## config.mk

```make
export PLATFORM = sky130hd
export DESIGN_NAME = uart_rx_fifo
export DESIGN_NICKNAME = d
export VERILOG_FILES = /design/src/rtl/uart_rx_fifo.sv
export SDC_FILE = /design/constraint.sdc
export NUM_CORES = 1
export LEC_CHECK = 0
export ABC_AREA = 0
export CAP_MARGIN = 20
export CORE_MARGIN = 2
export CORE_UTILIZATION = 56
export DETAILED_ROUTE_END_ITERATION = 8
export DONT_BUFFER_PORTS = 1
export PLACE_DENSITY = 0.74
export SLEW_MARGIN = 20
export SYNTH_ARGS = -nofsm -noshare
export SYNTH_HDL_FRONTEND = slang
export SYNTH_SLANG_ARGS = --single-unit
```

## constraint.sdc

```tcl
create_clock -name i_Clk -period 2 [get_ports i_Clk]
set_input_delay 0.1 -clock i_Clk [delete_from_list [all_inputs] [get_ports i_Clk]]
set_output_delay 0.1 -clock i_Clk [all_outputs]
set_load 0.01 [all_outputs]
```

## src/rtl/uart_rx_fifo.sv

```systemverilog
// UART receiver (8N1, LSB first) feeding a first-word-fall-through byte FIFO.
// Define UART_RX_PARITY_EN for 8E1 framing: an even-parity bit follows data bit 7.
module uart_rx_fifo #(
    parameter int CLKS_PER_BIT = 868,
    parameter int FIFO_DEPTH   = 4
) (
    input  logic       i_Clk,
    input  logic       rst,
    input  logic       i_UART_RX,
    output logic [7:0] o_Data,
    output logic       o_Valid,
    input  logic       i_Ready,
    output logic       o_Frame_Err,
    output logic       o_Overrun,
    output logic       o_Busy
);
    localparam int CW = $clog2(CLKS_PER_BIT);
    localparam int AW = $clog2(FIFO_DEPTH);
    localparam logic [CW-1:0] HALF_CNT = CW'(CLKS_PER_BIT / 2 - 1);
    localparam logic [CW-1:0] FULL_CNT = CW'(CLKS_PER_BIT - 1);

`ifdef UART_RX_PARITY_EN
    typedef enum logic [2:0] {IDLE, START, DATA, PARITY, STOP, WAIT_HI} state_t;
`else
    typedef enum logic [2:0] {IDLE, START, DATA, STOP, WAIT_HI} state_t;
`endif

    state_t        state_q, state_d;
    logic          sync1_q, sync2_q, rx_s;
    logic [CW-1:0] cnt_q, cnt_d;
    logic [2:0]    idx_q, idx_d;
    logic [7:0]    shift_q, shift_d;
    logic          ferr_q, ferr_d;
    logic          ovr_q, ovr_d;
    logic          push, pop, wr_en, full, empty;
    logic [AW:0]   wr_ptr_q, rd_ptr_q;
    logic [7:0]    mem_q [FIFO_DEPTH];
`ifdef UART_RX_PARITY_EN
    logic          par_err_q, par_err_d;
`endif

    assign rx_s  = sync2_q;
    assign empty = (wr_ptr_q == rd_ptr_q);
    assign full  = (wr_ptr_q[AW] != rd_ptr_q[AW]) && (wr_ptr_q[AW-1:0] == rd_ptr_q[AW-1:0]);
    assign pop   = o_Valid & i_Ready;
    // A pop in the same cycle frees the slot being written, so a full FIFO still accepts.
    assign wr_en = push & (~full | pop);
    assign ovr_d = push & full & ~pop;

    always_ff @(posedge i_Clk or posedge rst) begin
        if (rst) begin
            sync1_q   <= 1'b1;
            sync2_q   <= 1'b1;
            state_q   <= IDLE;
            cnt_q     <= '0;
            idx_q     <= '0;
            shift_q   <= '0;
            ferr_q    <= 1'b0;
            ovr_q     <= 1'b0;
            wr_ptr_q  <= '0;
            rd_ptr_q  <= '0;
`ifdef UART_RX_PARITY_EN
            par_err_q <= 1'b0;
`endif
        end else begin
            sync1_q   <= i_UART_RX;
            sync2_q   <= sync1_q;
            state_q   <= state_d;
            cnt_q     <= cnt_d;
            idx_q     <= idx_d;
            shift_q   <= shift_d;
            ferr_q    <= ferr_d;
            ovr_q     <= ovr_d;
            if (wr_en) wr_ptr_q <= wr_ptr_q + 1'b1;
            if (pop)   rd_ptr_q <= rd_ptr_q + 1'b1;
`ifdef UART_RX_PARITY_EN
            par_err_q <= par_err_d;
`endif
        end
    end

    always_ff @(posedge i_Clk) begin
        if (wr_en) mem_q[wr_ptr_q[AW-1:0]] <= shift_q;
    end

    always_comb begin
        state_d   = state_q;
        cnt_d     = cnt_q;
        idx_d     = idx_q;
        shift_d   = shift_q;
        ferr_d    = 1'b0;
        push      = 1'b0;
`ifdef UART_RX_PARITY_EN
        par_err_d = par_err_q;
`endif
        case (state_q)
            IDLE: begin
                cnt_d = '0;
                idx_d = '0;
                if (!rx_s) state_d = START;
            end
            START: begin
                if (cnt_q == HALF_CNT) begin
                    cnt_d   = '0;
                    state_d = rx_s ? IDLE : DATA;
                end else cnt_d = cnt_q + 1'b1;
            end
            DATA: begin
                if (cnt_q == FULL_CNT) begin
                    cnt_d   = '0;
                    shift_d = {rx_s, shift_q[7:1]};
                    idx_d   = idx_q + 1'b1;
`ifdef UART_RX_PARITY_EN
                    if (idx_q == 3'd7) state_d = PARITY;
`else
                    if (idx_q == 3'd7) state_d = STOP;
`endif
                end else cnt_d = cnt_q + 1'b1;
            end
`ifdef UART_RX_PARITY_EN
            PARITY: begin
                if (cnt_q == FULL_CNT) begin
                    cnt_d     = '0;
                    par_err_d = ^{shift_q, rx_s};
                    state_d   = STOP;
                end else cnt_d = cnt_q + 1'b1;
            end
`endif
            STOP: begin
                if (cnt_q == FULL_CNT) begin
                    cnt_d = '0;
                    if (!rx_s) begin
                        ferr_d  = 1'b1;
                        state_d = WAIT_HI;
                    end
`ifdef UART_RX_PARITY_EN
                    else if (par_err_q) begin
                        ferr_d  = 1'b1;
                        state_d = IDLE;
                    end
`endif
                    else begin
                        push    = 1'b1;
                        state_d = IDLE;
                    end
                end else cnt_d = cnt_q + 1'b1;
            end
            // Hold off after a bad stop until the line recovers (break / stuck-low).
            WAIT_HI: if (rx_s) state_d = IDLE;
            default: state_d = IDLE;
        endcase
    end

    always_comb begin
        o_Busy      = (state_q != IDLE);
        o_Valid     = ~empty;
        o_Data      = empty ? 8'h00 : mem_q[rd_ptr_q[AW-1:0]];
        o_Frame_Err = ferr_q;
        o_Overrun   = ovr_q;
    end
endmodule

```

; After elaboration in Yosys (flattened, before gate mapping)
; Memories as Yosys holds them, arrays and structs flattened.
; Index checks and enable logic that the tools add are counted.
[op_classes]
add_sub_neg = 4
n_eq_ne = 16
n_mux = 23
bitwise_logic = 8
n_reduce_logical = 9
[ops]
columns = operator, n
row1 = $pmux 10 s3, 1
row2 = $mux 3, 8
row3 = $mux 10, 2
row4 = $pmux 3 s5, 1
row5 = $ne 2x2->1 const B, 6
row6 = $add 10x1->10 const B, 1
row7 = $eq 10x10->1 const B, 1
row8 = $eq 10x9->1 const B, 1
row9 = $add 3x1->3 const B, 3
row10 = $mux 1, 8
row11 = $mux 8, 1
row12 = $eq 3x2->1 const B, 2
row13 = $eq 3x3->1 const B, 2
row14 = $pmux 3 s2, 1
row15 = $reduce_and 6->1, 1
row16 = $reduce_bool 3->1, 2
row17 = $and 1x1->1, 4
row18 = $reduce_and 2->1, 2
row19 = $eq 3x1->1 const B, 1
row20 = $eq 3x3->1, 1
row21 = $logic_not 3->1, 1
row22 = $not 1->1, 3
row23 = $eq 2x2->1, 1
row24 = $mux 2, 1
row25 = 5 further kinds, 5
[totals]
ff_bits = 34
ram_bits = 32
in_bits = 4
output_inout_bits = 12
word_cells = 71
memories = 1
[mem_list]
columns = name, depth, width, rd, rd_clocked_by_memory_dff, write_ports, line
row1 = mem_q, 4, 8, 1, 0, 1, 37  ; logic [7:0] mem_q [FIFO_DEPTH];

; Depth between registers and ports, before layout
; Gate-level depths: netlist of the first run.
[depth]
ltp_word = 7
ltp_mapped = 8
depth_no_buf = 7

; Worst setup path after synthesis of the first run
; Ideal clock, no wire load.
[synth_timing]
path_type = register to register
startpoint = reg cnt_q[2]
endpoint = mem mem_q[0][0], enable pin
t_arrival_ns = 1.652
t_required_ns = 1.668
path_slack_ns = 0.016
path_stages_with_launch = 5
period_less_slack_ns = 1.984
path_cell_list = dfrtp_1 > and4bb_2 > nand4_1 > nor3_1 > and2_1
[synth_between]
elab_chain_len = 6
[synth_rtl]
columns = element, line
row1 = start: declaration, 30  ; logic [CW-1:0] cnt_q, cnt_d;
row2 = start signal: assignment, 69  ; cnt_q <= cnt_d;
row3 = $eq 10x10->1, 130  ; if (cnt_q == FULL_CNT) begin
row4 = $mux 1, 130
row5 = $mux 1, 96  ; case (state_q)
row6 = $and 1x1->1, 47  ; assign wr_en = push & (~full | pop);
row7 = $mux 1, 83  ; if (wr_en) mem_q[wr_ptr_q[AW-1:0]] <= shift_q;
row8 = $mux 1 (implied by the code), 83
row9 = end: declaration, 37
; No other way between the ends.

; Final worst setup path of the first run
[layout_timing]
startpoint = reg cnt_q[1]
endpoint = reg cnt_q[3]
[layout_between]
elab_chain_len = 3
word_cells_on_any_way = 6
[layout_rtl]
columns = element, line
row1 = $add 10x1->10 (tied with other cells), "106, 118, 146"
row2 = "$mux 10, on equally long branches", "109, 130, 103"
row3 = $pmux 10 s3 *, 96
; Every way passes the cells marked *; elsewhere a longest branch is shown, timed or not.
; A chain may end at the register's enable or synchronous reset.

==> impl_results.md, run 1 <==
* Routability cong. at 0.830
* Clock Sinks at 66
* Clock root buffer: clkbuf_8
* CP bufs+invs at 1
* R2r setup slk at 0.04 ns
* Die footprint at 0.00579 sq mm
* Total congestion overflow at 0
* Synth area leaders: edfxtp_1 (33%), dfrtp_1 (28%), mux4_2 (6.2%)
* Post-route DRC at 0
* Die W at 76.1 microns
* Fmax at 510 MHz
* Max-slew violation count at 0
* Min-delay src: i_Ready
* Synth-to-layout area growth at 14.2%
* Required time of the worst setup path at 2.21 ns
* R2R depth at 7
* Post-DP HPWL at 3560 microns
* Top delay family on crit path: compound AO/OA/AOI/OAI gates
* Commonest non-fill, non-tap cell in the layout: edfxtp_1
* Setup violations, final at 0
* Drt first pass iters at 4
* Total CTS buffers at 9
* Initial Util at 0.573
* RSZ-0062 raised after global routing: yes
* Max VDD drop at 615 uV
* Clock-pin slew on the worst setup and hold paths at 0.06 ns
* WHS Endpoint: o_Overrun
* Maxcap violations at 0
* Number of global-route vias before repair at 1785
* Mapped cell area at 0.00291 sq mm
* Status: finished clean
* CP Max Fanout at 8
* Commonest non-fill, non-tap cells in the layout: edfxtp_1 (32), dfrtp_1 (31), buf_4 (17)
* GRT Overall Usage at 0.194
* Worst-Margin Slew at 0.434 ns
* Largest net degree at the start of global routing at 35
* Synth Warn # at 0
* Seq cells post-synth at 66
* Final Hold Viols at 0
* Critical path capture point type: register
* CP max-delay cell: or4_4
* DIE HEIGHT at 76.1 microns
* H-tree depth at 3
* Routed Antenna Nets at 0
* Yosys top cell area share at 0.330
* Post-Syn Instances at 209
* Post-layout min period at 1.96 ns
* Via-to-Cell Ratio at 5.79
* Worst hold-check path type: in2reg
* Period utilization at 0.981
* Wire length after detailed routing at 5380 microns
* Post-Syn Nets at 222
* Max Clock Skew at 0.00829 ns
* P_leak at 1.45 nW
* Antenna Diode Count at 0
* Final #Nets at 247
* Kind of critical path: reg2reg
* DP Worst Slack at 0.0193 ns
* Number of synthesized flops with an enable pin at 32
* Setup TNS Final at 0 ns
* Number of port buffers at 0
* Critical Path, Cell by Cell: inv_1, ha_1, nand4b_1, or4_4, a22o_4, a21o_1, a22o_1
* Max clock buf depth at 2
* Crit-path max cell delay at 0.47 ns
* First-pass GRT wire length at 8580 microns
* Distinct cells, synth at 44
* Seq/Total Area, Yosys at 0.624
* Core Util, Final at 0.655
* # rows at 26
* TritonCTS clock tree: done
* Startpoint Class: register
* Clk_lat worst skew at 0.33 ns
* Worst R2R End: cnt_q[3]
* R2r startpoint: cnt_q[1]
* DR iter-0 viols at 84
* Layout cells sized above 1 at 0.234
* Routed len/inst at 17.4 microns
* PnR worst setup slack at 0.0379 ns
* Main synth FF type: edfxtp_1
* Initial antenna violation count at 0
* Largest area contributor in the netlist: edfxtp_1
* Worst hold margin at 0.0353 ns
* Core Area at 0.00507 sq mm
* Hold depth at 2
* Power per cell area at 864 mW/mm^2
* Io pins at 16
* Worst slew margin at 0.711
* Syn avg cell area at 13.9 sq um
* Post-synth ARST share at 0.515
* CP arrival at 2.18 ns
* Vias at 1788
[logic make-up after synthesis]
| kind of cell | count (synthesis) | synth area share |
|---|---|---|
| AO/OA/AOI/OAI | 34 | 0.0800 |
| XOR/XNOR | 8 | 0.0241 |
| adder cells (fa/ha/maj) | 9 | 0.0387 |
| buffers and inverters | 15 | 0.0232 |
| flip-flops | 66 | 0.624 |
| multiplexers | 17 | 0.0968 |
| AND/OR/NAND/NOR | 60 | 0.113 |
[cells in the mapped netlist, types with 5 or more instances]
cell type	n
mux2_2	9
mux4_2	8
a21oi_1	8
inv_1	8
nand2_1	12
nand3_1	6
xnor2_1	5
dfrtp_1	32
nor2_1	10
ha_1	9
edfxtp_1	32
o21ai_0	8
and2_1	13
[routing by layer]
layer | share of wire | vias up | GRT usage | routed length (microns)
met2 | 0.51 | 57 | 0.314 | 2740
li1 | - | 832 | - | -
met1 | 0.44 | 893 | 0.250 | 2360
met3 | 0.041 | 6 | 0.0403 | 219
met4 | 0.012 | 0 | 0.102 | 63
met5 | 0 | - | 0 | 0
[layout make-up]
| type | count | area [sq um] |
|---|---|---|
| inverter | 8 | 30.0 |
| tap | 70 | 87.6 |
| fill | 371 | 1750 |
| timing repair buffer | 20 | 158 |
| sequential | 66 | 1820 |
| clock buffer | 12 | 135 |
| clock inverter | 4 | 43.8 |
| multi-input combinational | 129 | 1050 |
[stage by stage]
| step | power [W] | area [sq um] | std cells |
|---|---|---|---|
| 2_1_floorplan | 0.00178 | 2910 | 209 |
| 3_3_place_gp | 0.00186 | 3070 | 287 |
| 3_5_place_dp | 0.00188 | 3070 | 287 |
| 4_1_cts | 0.00290 | 3280 | 306 |
| 5_1_grt | 0.00301 | 3320 | 309 |
| 6_report | 0.00287 | 3320 | 309 |
[flip-flops by register name (all words and copies together), names as in the netlist]
| name | cells |
|---|---|
| mem_q | 32 |
| o_Frame_Err | 1 |
| o_Overrun | 1 |
| sync1_q | 1 |
| idx_q | 3 |
| wr_ptr_q | 3 |
| state_q | 3 |
| cnt_q | 10 |
| rd_ptr_q | 3 |
| shift_q | 8 |
| rx_s | 1 |
[report_power, final]
group | leakage, nW | switching (W) | internal, W
Sequential | 0.813 | 0.0000310 | 0.00145
Clock | 0.0918 | 0.000445 | 0.000568
Combinational | 0.548 | 0.000202 | 0.000171
[what timing repair did]
item / CTS / global route
hold buffers: 3 / 0
setup buffers: 0 / 2
endpoints found under the hold margin: 35 / 0
resized for setup: 0 / 4
endpoints found under the setup margin: 0 / 39
[how the worst max path moves through the flow]
stage,start,end,slack (ns),cells after the start
floorplan,cnt_q[2],mem_q[0][0],0.02,4
global placement,cnt_q[1],cnt_q[3],0.10,7
detailed placement,cnt_q[3],mem_q[1][4],0.02,5
CTS,cnt_q[3],mem_q[1][5],0.01,5
global route,cnt_q[1],cnt_q[4],-0.04,7
finish,cnt_q[1],cnt_q[3],0.04,7
Power figures use the tool's default switching activity.
==> inputs of run 2 (changes only) <==
Settings changed: CORE_MARGIN 2 to unset.
==> run 2 against run 1 <==
- register-to-register slack lost 0.02 ns
- via count grew 5.1%
- clock power grew 9%
- cell area grew 2.2%
- sequential cell count is the same
- critical path depth is the same
- non-clock buffer count is the same
- clock skew shrank 0.0022 ns
- first-iteration DRC count grew 110%
- power grew 3.4%
- global-route usage grew 4.8 points
- sequential share of layout area shrank 1.2 points
- highest routed layer unchanged
==> impl_results.md, run 2 (synthesis gave the netlist of run 1 again) <==
* Status: finished clean
* DP Worst Slack at 0.00240 ns
* Clock Sinks at 66
* Period utilization at 0.991
* Die footprint at 0.00548 sq mm
* Critical path capture point type: register
* Worst hold margin at 0.0370 ns
* Initial Util at 0.600
* Worst Setup SP: cnt_q[1]
* Kind of critical path: reg2reg
* CP Max Fanout at 5
* Layout cells sized above 1 at 0.250
* GR Util met1 at 0.316
* DR iter-0 viols at 173
* Total power at 0.00297 W
* Initial antenna violation count at 0
* RSZ-0062 raised after global routing: yes
* Vias at 1880
* Number of global-route vias before repair at 1879
* Routability cong. at 0.783
* Fmax at 504 MHz
* Startpoint Class: register
* Worst slew margin at 0.505
* Core Area at 0.00485 sq mm
* Fill count at 330
* CP arrival at 2.21 ns
* Total CTS buffers at 9
* Worst R2R End: cnt_q[4]
* First-pass GRT wire length at 9390 microns
* Max-slew violation count at 0
* Met3 Track Usage GR at 0.0705
* Synth-to-layout area growth at 16.8%
* TritonCTS clock tree: done
* Busiest layer in global routing: met2
* Post-CTS Setup Bufs at 0
* DIE HEIGHT at 74.1 microns
* Setup violations, final at 0
* Via-to-Cell Ratio at 6.12
* Max clock buf depth at 2
* Placed Cells at 286
* Largest net degree at the start of global routing at 19
* Post-route DRC at 0
* Setup TNS Final at 0 ns
* Required time of the worst setup path at 2.23 ns
* R2R depth at 7
* WHS Endpoint: o_Overrun
* Post-DP HPWL at 3940 microns
* Routed len/inst at 19.3 microns
* R2r startpoint: cnt_q[1]
* Max Clock Skew at 0.00611 ns
* P_leak at 1.47 nW
* Met2 GRT Util at 0.378
* Clock-pin slew on the worst setup and hold paths at 0.07 ns
* Io pins at 16
* Hold depth at 2
* Total congestion overflow at 0
* # rows at 25
* Max VDD drop at 646 uV
* GRT Overall Usage at 0.242
* Worst hold-check path type: in2reg
* Drt first pass iters at 4
* Fin cells at 307
* Min-delay src: i_Ready
* PnR worst setup slack at 0.0171 ns
* Final #Nets at 248
* Max reg flops at 32
* Antenna Diode Count at 0
* Clk_lat worst skew at 0.34 ns
* Post-layout min period at 1.98 ns
* Die W at 74.1 microns
* H-tree depth at 3
* Power per cell area at 874 mW/mm^2
* Worst-Margin Slew at 0.741 ns
* Routed Antenna Nets at 0
* Clock root buffer: clkbuf_8
* Wire length after detailed routing at 5920 microns
* Commonest non-fill, non-tap cells in the layout: dfrtp_1 (32), edfxtp_1 (32), and2_1 (13), buf_4 (13), nand2_1 (12)
* R2r setup slk at 0.02 ns
* Number of port buffers at 0
* Maxcap violations at 0
* Final Hold Viols at 0
run 2: per-layer routing:
layer | share of wire | vias to the layer above | routed length (microns)
li1 | - | 839 | -
met1 | 0.42 | 948 | 2500
met2 | 0.50 | 74 | 2940
met3 | 0.058 | 19 | 342
met4 | 0.022 | 0 | 133
met5 | 0 | - | 0
run 2: how the worst max path moves through the flow:
| stage | cells past startpoint | slack (ns) | endpoint |
|---|---|---|---|
| detailed placement | 7 | 0.002 | cnt_q[9] |
| floorplan | 4 | 0.02 | mem_q[0][0] |
| finish | 7 | 0.02 | cnt_q[4] |
| global route | 7 | -0.05 | cnt_q[6] |
| CTS | 7 | 0.006 | cnt_q[4] |
| global placement | 7 | 0.10 | cnt_q[4] |
run 2: timing repair:
item                       CTS  global route
gates cloned                 0             2
hold endpoints to repair    18             0
setup endpoints to repair    2            20
hold buffers                 3             0
pin swaps                    1             2
resized for setup            1             3
run 2: worst max-delay path: stages (launching register included):
cell      delay (ns)
dfrtp_1         0.42
inv_2           0.08
ha_1            0.13
nand4b_1        0.11
or4_4           0.48
a22o_4          0.31
a21o_1          0.17
a22o_1          0.18
run 2: power breakdown:
group	leakage [nW]	switching, W	internal, W	total, W
clock	0.0925	0.000521	0.000577	0.00110
combinational	0.567	0.000211	0.000173	0.000384
sequential	0.814	0.0000338	0.00145	0.00149
run 2: layout make-up:
| type | instances | area [sq um] | share of cell area |
|---|---|---|---|
| timing repair buffer | 20 | 208 | 0.0612 |
| multi-input combinational | 130 | 1060 | 0.314 |
| sequential | 66 | 1810 | 0.534 |
| inverter | 8 | 30.0 | 0.00884 |
| clock inverter | 6 | 67.6 | 0.0199 |
| tap | 67 | 83.8 | 0.0247 |
| clock buffer | 10 | 128 | 0.0376 |
run 2: metrics by stage:
stage | utilization | cell area (sq um)
6_report | 0.700 | 3400
2_1_floorplan | - | 2910
3_3_place_gp | 0.646 | 3130
3_5_place_dp | 0.646 | 3130
4_1_cts | 0.694 | 3360
5_1_grt | 0.700 | 3400
